**src/rtl/zelda_map_pkg.sv**
```systemverilog
// Shared types and constants for the overworld map renderer.
package zelda_map_pkg;

  typedef logic [1:0] room_t;

  localparam room_t ROOM_LEFT   = 2'd0;
  localparam room_t ROOM_CENTER = 2'd1;
  localparam room_t ROOM_RIGHT  = 2'd2;

  localparam int H_RES = 640;
  localparam int V_RES = 480;

  typedef enum logic [1:0] {
    IDLE     = 2'd0,
    SCROLL_R = 2'd1,
    SCROLL_L = 2'd2
  } scroll_state_e;

endpackage

```
**src/rtl/scroll_pixel_mapper.sv**
```systemverilog
// Maps the screen pixel to a room image and an x inside it, then registers
// the result so it lines up one vga_clk after DrawX/DrawY/blank.
module scroll_pixel_mapper
  import zelda_map_pkg::*;
#(
  parameter int RESET_ROOM = 1
) (
  input  logic          vga_clk,
  input  logic          reset_n,
  input  scroll_state_e state,
  input  room_t         cur_room,
  input  logic [9:0]    scroll_x,
  input  logic [9:0]    DrawX,
  input  logic [9:0]    DrawY,
  input  logic          blank,
  output room_t         pix_room,
  output logic [9:0]    pix_x,
  output logic [9:0]    pix_y,
  output logic          blank_d
);

  localparam logic [10:0] H_RES_11 = 11'(H_RES);
  localparam logic [9:0]  H_RES_10 = 10'(H_RES);

  logic [10:0] sx;
  logic [9:0]  sx_wrap;
  room_t       map_room;
  logic [9:0]  map_x;

  // Place DrawX in a two-room strip; anything past 640 belongs to the right-hand room.
  always_comb begin
    sx = {1'b0, DrawX};
    if (state == SCROLL_R) begin
      sx = {1'b0, DrawX} + {1'b0, scroll_x};
    end else if (state == SCROLL_L) begin
      sx = {1'b0, DrawX} + H_RES_11 - {1'b0, scroll_x};
    end
    sx_wrap  = sx[9:0] - H_RES_10;
    map_room = cur_room;
    map_x    = sx[9:0];
    if (sx >= H_RES_11) begin
      map_x = sx_wrap;
      if (state == SCROLL_R) begin
        map_room = cur_room + 2'd1;
      end
    end else if (state == SCROLL_L) begin
      map_room = cur_room - 2'd1;
    end
  end

  // One pipeline stage so room, x, y and blank all arrive together downstream.
  always_ff @(posedge vga_clk or negedge reset_n) begin
    if (!reset_n) begin
      pix_room <= room_t'(RESET_ROOM);
      pix_x    <= '0;
      pix_y    <= '0;
      blank_d  <= 1'b0;
    end else begin
      pix_room <= map_room;
      pix_x    <= map_x;
      pix_y    <= DrawY;
      blank_d  <= blank;
    end
  end

endmodule

```
**src/rtl/room_scroll_ctrl.sv**
```systemverilog
// Room transition sequencer: accepts edge requests, advances the scroll offset
// once per frame and commits the neighbouring room when the scroll completes.
module room_scroll_ctrl
  import zelda_map_pkg::*;
#(
  parameter int NUM_ROOMS   = 3,
  parameter int RESET_ROOM  = 1,
  parameter int SCROLL_STEP = 4
) (
  input  logic       vga_clk,
  input  logic       reset_n,
  input  logic       frame_start,
  input  logic       req_left,
  input  logic       req_right,
  input  logic [9:0] DrawX,
  input  logic [9:0] DrawY,
  input  logic       blank,
  output logic [1:0] cur_room,
  output logic       busy,
  output logic       done,
  output logic [9:0] scroll_x,
  output logic [1:0] pix_room,
  output logic [9:0] pix_x,
  output logic [9:0] pix_y,
  output logic       blank_d
);

  localparam room_t       LAST_ROOM = room_t'(NUM_ROOMS - 1);
  localparam logic [10:0] STEP_11   = 11'(SCROLL_STEP);
  localparam logic [10:0] H_RES_11  = 11'(H_RES);

  scroll_state_e state;
  logic [10:0]   next_x;
  logic          can_advance;

  assign next_x      = {1'b0, scroll_x} + STEP_11;
  assign can_advance = (next_x < H_RES_11);
  assign busy        = (state != IDLE);

  // Scroll FSM: requests are only honoured in IDLE, and the offset only moves on frame_start.
  always_ff @(posedge vga_clk or negedge reset_n) begin
    if (!reset_n) begin
      state    <= IDLE;
      cur_room <= room_t'(RESET_ROOM);
      scroll_x <= '0;
      done     <= 1'b0;
    end else begin
      done <= 1'b0;
      unique case (state)
        IDLE: begin
          if (req_right && !req_left && (cur_room < LAST_ROOM)) begin
            state    <= SCROLL_R;
            scroll_x <= '0;
          end else if (req_left && !req_right && (cur_room != '0)) begin
            state    <= SCROLL_L;
            scroll_x <= '0;
          end
        end
        SCROLL_R, SCROLL_L: begin
          if (frame_start) begin
            if (can_advance) begin
              scroll_x <= next_x[9:0];
            end else begin
              scroll_x <= '0;
              cur_room <= (state == SCROLL_R) ? cur_room + 2'd1 : cur_room - 2'd1;
              done     <= 1'b1;
              state    <= IDLE;
            end
          end
        end
        default: state <= IDLE;
      endcase
    end
  end

  scroll_pixel_mapper #(
    .RESET_ROOM(RESET_ROOM)
  ) u_mapper (
    .vga_clk (vga_clk),
    .reset_n (reset_n),
    .state   (state),
    .cur_room(cur_room),
    .scroll_x(scroll_x),
    .DrawX   (DrawX),
    .DrawY   (DrawY),
    .blank   (blank),
    .pix_room(pix_room),
    .pix_x   (pix_x),
    .pix_y   (pix_y),
    .blank_d (blank_d)
  );

endmodule
```
**config.mk**
```make
export PLATFORM = sky130hd
export DESIGN_NAME = room_scroll_ctrl
export DESIGN_NICKNAME = d
export VERILOG_FILES = /design/src/rtl/zelda_map_pkg.sv /design/src/rtl/scroll_pixel_mapper.sv /design/src/rtl/room_scroll_ctrl.sv
export SDC_FILE = /design/constraint.sdc
export NUM_CORES = 1
export LEC_CHECK = 0
export BUFFER_PORTS_ARGS = -buffer_cell sky130_fd_sc_hd__buf_2
export CAP_MARGIN = 20
export CORE_MARGIN = 1.5
export CORE_UTILIZATION = 35
export DETAILED_ROUTE_END_ITERATION = 16
export PLACE_DENSITY = 0.65
export SETUP_SLACK_MARGIN = 0.05
export SLEW_MARGIN = 20
export SYNTH_ARGS = -nofsm -noshare
export SYNTH_HDL_FRONTEND = slang
export SYNTH_SLANG_ARGS = --single-unit
```
**constraint.sdc**
```tcl
create_clock -name vga_clk -period 3.7 [get_ports vga_clk]
set_input_delay 0.555 -clock vga_clk [delete_from_list [all_inputs] [get_ports vga_clk]]
set_output_delay 0.555 -clock vga_clk [all_outputs]
set_load 0.02 [all_outputs]
```
# Word-level counts from Yosys, hierarchy flattened
# Index checks and enable logic that the tools add are counted.
# classes
div_mod_pow	0
shift	0
mux	20
n_eq_ne	5
n_bitwise	1
n_mul	0
addsub	7
reduce_logical	14
order_cmp	3
# ops
op	n
10-bit two-way mux	5
11-bit two-way mux	2
10-bit case mux with 2 select lines	1
2-bit two-way mux	8
10-bit by 10-bit adder with 11-bit output	1
10-bit by 10-bit adder with 11-bit output (second input constant)	1
10-bit by 3-bit adder with 11-bit output (second input constant)	1
11-bit by 10-bit >= comparator with 1-bit output (second input constant)	1
11-bit by 10-bit less-than comparator with 1-bit output (second input constant)	1
11-bit by 10-bit subtractor with 11-bit output	1
10-bit subtractor (second input constant)	1
3-bit AND reduction	3
2-bit nonzero test	3
1-bit logical AND	4
2-bit != test (second input constant)	2
2-bit case mux with 2 select lines	1
1-bit two-way mux	3
3-bit != test (second input constant)	1
2-bit by 1-bit adder with 2-bit output (second input constant)	1
2-bit by 1-bit == test with 1-bit output (second input constant)	1
2-bit == test (second input constant)	1
1-bit logical NOT	2
2-bit logical NOT	1
2-bit less-than comparator (second input constant)	1
other kinds (3)	3
# totals
input_bits	26
wordCells	58
mem_bits_rw	0
memories	0
out_inout_bits	37
reg_bits	38
latchBits	0
romBits	0

# Depth between registers and ports, before layout
# depth
ltp_word	6
ltp_mapped	14
depth_no_buf	14

# By module
# From an unflattened synthesis, not the netlist that was laid out.
# unflattened
cells_unflattened	310
area_unflattened_um2	2934.1
# modules_own_cells
module	area_per_inst_um2	instances	cells_per_inst	seq_area_each_um2
scroll_pixel_mapper	2140.8	1	227	576.8
room_scroll_ctrl	793.3	1	83	326.6

# Least setup slack after synthesis
# Ideal clock, no wire load.
# synth_path
kind	in2reg
start	in DrawX[7]
end	reg u_mapper.pix_room[0]
setup_time_ns	0.082
stages	13
required_ns	3.618
slack_ns	0.386
t_arrival_ns	3.232
path_buffers	0
path_cell_list	inv_1 > ha_1 > inv_1 > ha_1 > a2111o_1 > o21ai_1 > xnor2_1 > a221oi_2 > ha_1 > inv_1 > a31o_1 > a31o_4 > mux2_4
# synth_between
elab_chain_cells	6
elab_cells_between_ends	7
classes_between	add/sub (3); order compare (1); mux (3)
# synth_lines
element	line_no	source
start, declared	room_scroll_ctrl.sv:15	input logic [9:0] DrawX,
10-bit by 10-bit adder with 11-bit output	scroll_pixel_mapper.sv:36	sx = {1'b0, DrawX} + H_RES_11 - {1'b0, scroll_x};
11-bit by 10-bit subtractor with 11-bit output	scroll_pixel_mapper.sv:36	
11-bit two-way mux	scroll_pixel_mapper.sv:35	end else if (state == SCROLL_L) begin
11-bit two-way mux (*)	scroll_pixel_mapper.sv:33	if (state == SCROLL_R) begin
11-bit by 10-bit >= comparator with 1-bit output (*)	scroll_pixel_mapper.sv:41	if (sx >= H_RES_11) begin
2-bit two-way mux (*)	scroll_pixel_mapper.sv:41	
named net u_mapper.map_room[0]	scroll_pixel_mapper.sv:27	room_t map_room;
end signal, assigned	scroll_pixel_mapper.sv:54	pix_room <= room_t'(RESET_ROOM);
end signal, assigned	scroll_pixel_mapper.sv:59	pix_room <= map_room;
end, declared	scroll_pixel_mapper.sv:16	output room_t pix_room,
# The timed path passes the listed nets; every way through them passes the cells marked *.
# A chain may end at the register's enable or synchronous reset.

# Final worst setup path
# layout_path
start	reg scroll_x[3]
end	reg u_mapper.pix_room[0]
# layout_between
elab_chain_cells	5
elab_cells_between_ends	6
classes_between	add/sub (2); order compare (1); mux (3)
# layout_lines
element	line_no	source
start, declared	room_scroll_ctrl.sv:21	output logic [9:0] scroll_x,
start signal, assigned	room_scroll_ctrl.sv:62	scroll_x <= next_x[9:0];
11-bit by 10-bit subtractor with 11-bit output	scroll_pixel_mapper.sv:36	
11-bit two-way mux	scroll_pixel_mapper.sv:35	
11-bit two-way mux (*)	scroll_pixel_mapper.sv:33	
11-bit by 10-bit >= comparator with 1-bit output (*)	scroll_pixel_mapper.sv:41	
2-bit two-way mux (*)	scroll_pixel_mapper.sv:41	
named net u_mapper.map_room[0]	scroll_pixel_mapper.sv:27	
# Marks and branches as above.

==> run_results.csv <==
group,metric,value,unit
flow_run,maxCapViolCount,0,
placement,port_buffers,60,
global_routing,grt_pass1_vias,2188,
placement,place_congestion,0.864,
global_routing,grtUsageTotal,16.6,%
synthesis,synth_top_cell_by_area,"dfrtp_1",
layout,antennaDiodeCount,0,
worst_hold_path,min_path_type,"input port to async pin",
layout,fin_cells,457,
drt,vias,2260,
clock_tree,clockBufferDepth,2,
synthesis,synth_enable_flop_cells,0,
status,status,"completed",
clock_tree,post_cts_buffers,0,
timing,worstMarginPinSlew,756,ps
critical_path,cp-start-kind,"flip-flop",
synthesis,ys_ff_latch,36,
placement,dpl.hpwl,5.16,mm
pwr,power.share.clock,18.1,%
timing,maxSlewViolCount,0,
pwr,power.switching,0.000805,W
timing,skew,9.67,ps
drt,drt_iter0_drc,129,
timing,rsz0062_at_grt,"no",
layout,nNetsFinal,417,
synthesis,synthCells,285,
drt,drc,0,
clock_tree,cts.sink_count,36,
layout,layout-drive-gt1-share,24.3,%
global_routing,grt.overflow.total,0,
pwr,powerDensity,590,nW/um^2
synthesis,netlist_area,2640,sq um
clock_tree,numCtsBuffers,5,
synthesis,yosysMostFrequentCell,"dfrtp_1",
timing,fin_setup_tns,0,ps
floorplan,ios,63,
pwr,ir_drop,0.164,mV
pwr,p_leak,1.55,nW
critical_path,end_kind,"flip-flop",
clock_tree,cts-htree-levels,2,
drt,antenna_left,0,
clock_tree,clock_latency,290,ps
timing,setup_viol_count_final,0,
synthesis,synth_ff_type,"dfrtp_1",
timing,period_share,91.4,%
synthesis,ys_types,64,
drt,viasPerCell,4.95,
floorplan,row_count,31,
clock_tree,cts_tree,"yes",
drt,dr.pass1.iters,4,
global_routing,antenna_found_initial,0,
clock_tree,cts_resized,0,
timing,hold_violations,0,
synthesis,async_flop_share,100,%
floorplan,die-area,8070,sq um
synthesis,synth.top_cell.area_share,32.3,%
layout,stdcell_area,3210,sq um
critical_path,critical_path_class,"flip-flop to flip-flop",
critical_path,worstPathMaxFanout,6,
timing,clock.fmax,296,MHz
timing,relSlewSlack,49.6,%
global_routing,grt_max_degree,37,
synthesis,yosys-top-cells-count,"dfrtp_1, ha_1, inv_1, nand2_1, nor2_1",
clock_tree,cts_hold_buf,0,
clock_tree,cts.clk_slew.worst_paths,80,ps
floorplan,dieHeight,89.8,um
floorplan,core-area,7250,sq um
synthesis,syn_avg_cell_area,9.25,sq um
layout,area_delta_synth_final,21.5,%
timing,period_minus_slack,3380,ps
global_routing,grt_pass1_wl,10.8,mm
placement,placed_cell_area,3100,sq um
placement,dp.cells,449,
synthesis,seq_area_frac_synth,34.3,%
pwr,power_frac_comb,54.7,%
floorplan,start_util,36.4,%
pwr,p_int,0.00109,W
pwr,sw_frac_of_total,42.5,%
synthesis,yosys_warnings,0,
clock_tree,cts_root_buf,"clkbuf_8",
drt,finalWirelength,6.43,mm
pwr,seq_power_share,27.2,%
synthesis,synth.area.top_cells,"dfrtp_1, ha_1, inv_1",
critical_path,cp.arrival,3600,ps
floorplan,die_w,89.8,um
critical_path,required,3920,ps
drt,wl_per_cell,14.1,um
-- sequential cells by signal, summed over array words and instances, names as in the netlist --
signal             count
scroll_x               8
u_mapper.pix_room      2
u_mapper.pix_y        10
state                  2
cur_room               2
done                   1
u_mapper.pix_x        10
u_mapper.blank_d       1
-- cell usage in the layout, fill, tap and decap left out, types with 5 or more instances in the layout --
cell / count
buf_2: 60
dfrtp_1: 34
a21oi_1: 15
o21ai_0: 17
ha_1: 33
buf_4: 9
nand3_1: 12
clkbuf_8: 5
xnor2_1: 7
nor2b_1: 5
nand2_1: 22
and3_1: 5
nor2_1: 18
inv_1: 26
xor2_1: 6
-- layout make-up --
type	instances	area (sq um)
flip-flops and latches	36	903
clock inverters	2	35.0
multi-input cells	218	1600
well taps	99	124
inverters	27	101
repair buffers	69	368
fillers	716	4050
clock buffers	6	72.6
-- worst paths after layout --
check                                   startpoint                              to  slack [ps]  depth (start not counted)
setup / recovery           scroll_x[3]$_DFFE_PN0P_  u_mapper.pix_room[0]$_DFF_PN1_         320                         13
hold / removal                             reset_n     u_mapper.pix_y[7]$_DFF_PN0_         330                          1
setup reg to reg           scroll_x[3]$_DFFE_PN0P_  u_mapper.pix_room[0]$_DFF_PN1_         320                         13
min in group vga_clk                      DrawY[7]     u_mapper.pix_y[7]$_DFF_PN0_         360                          1
hold reg to reg               state[0]$_DFFE_PN0P_            state[0]$_DFFE_PN0P_         540                          2
max in group asynchronous                  reset_n         scroll_x[7]$_DFFE_PN0P_        2890                          1
-- metal layers --
layer  part of all wire [%]  wire, um  track usage (%)  up-vias
met1                     47      3050             21.4     1026
met3                    5.3       344             3.89        6
li1                       -         -                -     1167
met4                    1.2        79             4.76        0
met2                     46      2960             27.7       61
met5                      0         0                0        -
-- critical path, stage by stage, from the launching register on --
cell      delay [ps]
dfrtp_1          460
inv_1            110
ha_1             350
ha_1             260
a211oi_1         360
nor2_1           170
o21ai_1          190
xnor2_1           90
a221oi_2         260
ha_1             240
inv_1             80
a31o_1           190
a31o_4           260
mux2_4           290
-- metrics by stage --
stage | util [%] | setup slack (ps) | hold WS (ps) | power, W
detailed placement | 42.7 | 153 | 528 | 0.00156
floorplan | - | 386 | 259 | 0.00126
global route | 44.2 | 54.0 | 350 | 0.00204
finish | 44.2 | 317 | 328 | 0.00189
CTS | 44.2 | 329 | 356 | 0.00191
global placement | 42.7 | 206 | 495 | 0.00154
-- power by group through the flow --
| stage | Sequential (W) | Clock (W) | Combinational [W] |
|---|---|---|---|
| floorplan | 0.000616 | 0 | 0.000649 |
| global placement | 0.000520 | 0 | 0.00102 |
| detailed placement | 0.000524 | 0 | 0.00103 |
| CTS | 0.000516 | 0.000353 | 0.00104 |
| global route | 0.000525 | 0.000366 | 0.00115 |
| finish | 0.000515 | 0.000342 | 0.00104 |
-- kinds of logic (layout without fill, tap and decap cells) --
kind of cell               Yosys count  in the layout  synth area share (%)
AOI/OAI and AO/OA                   79             79                  21.2
and+or+nand+nor                     85             85                  16.6
xor gates and xnor gates            13             13                  4.32
other                                2              3                 0.285
adders and majority gates           34             34                  16.4
muxes                                4              4                  1.76
buffers and inverters               32            104                  5.17
DFF                                 36             36                  34.3
Power figures use the tool's default switching activity.
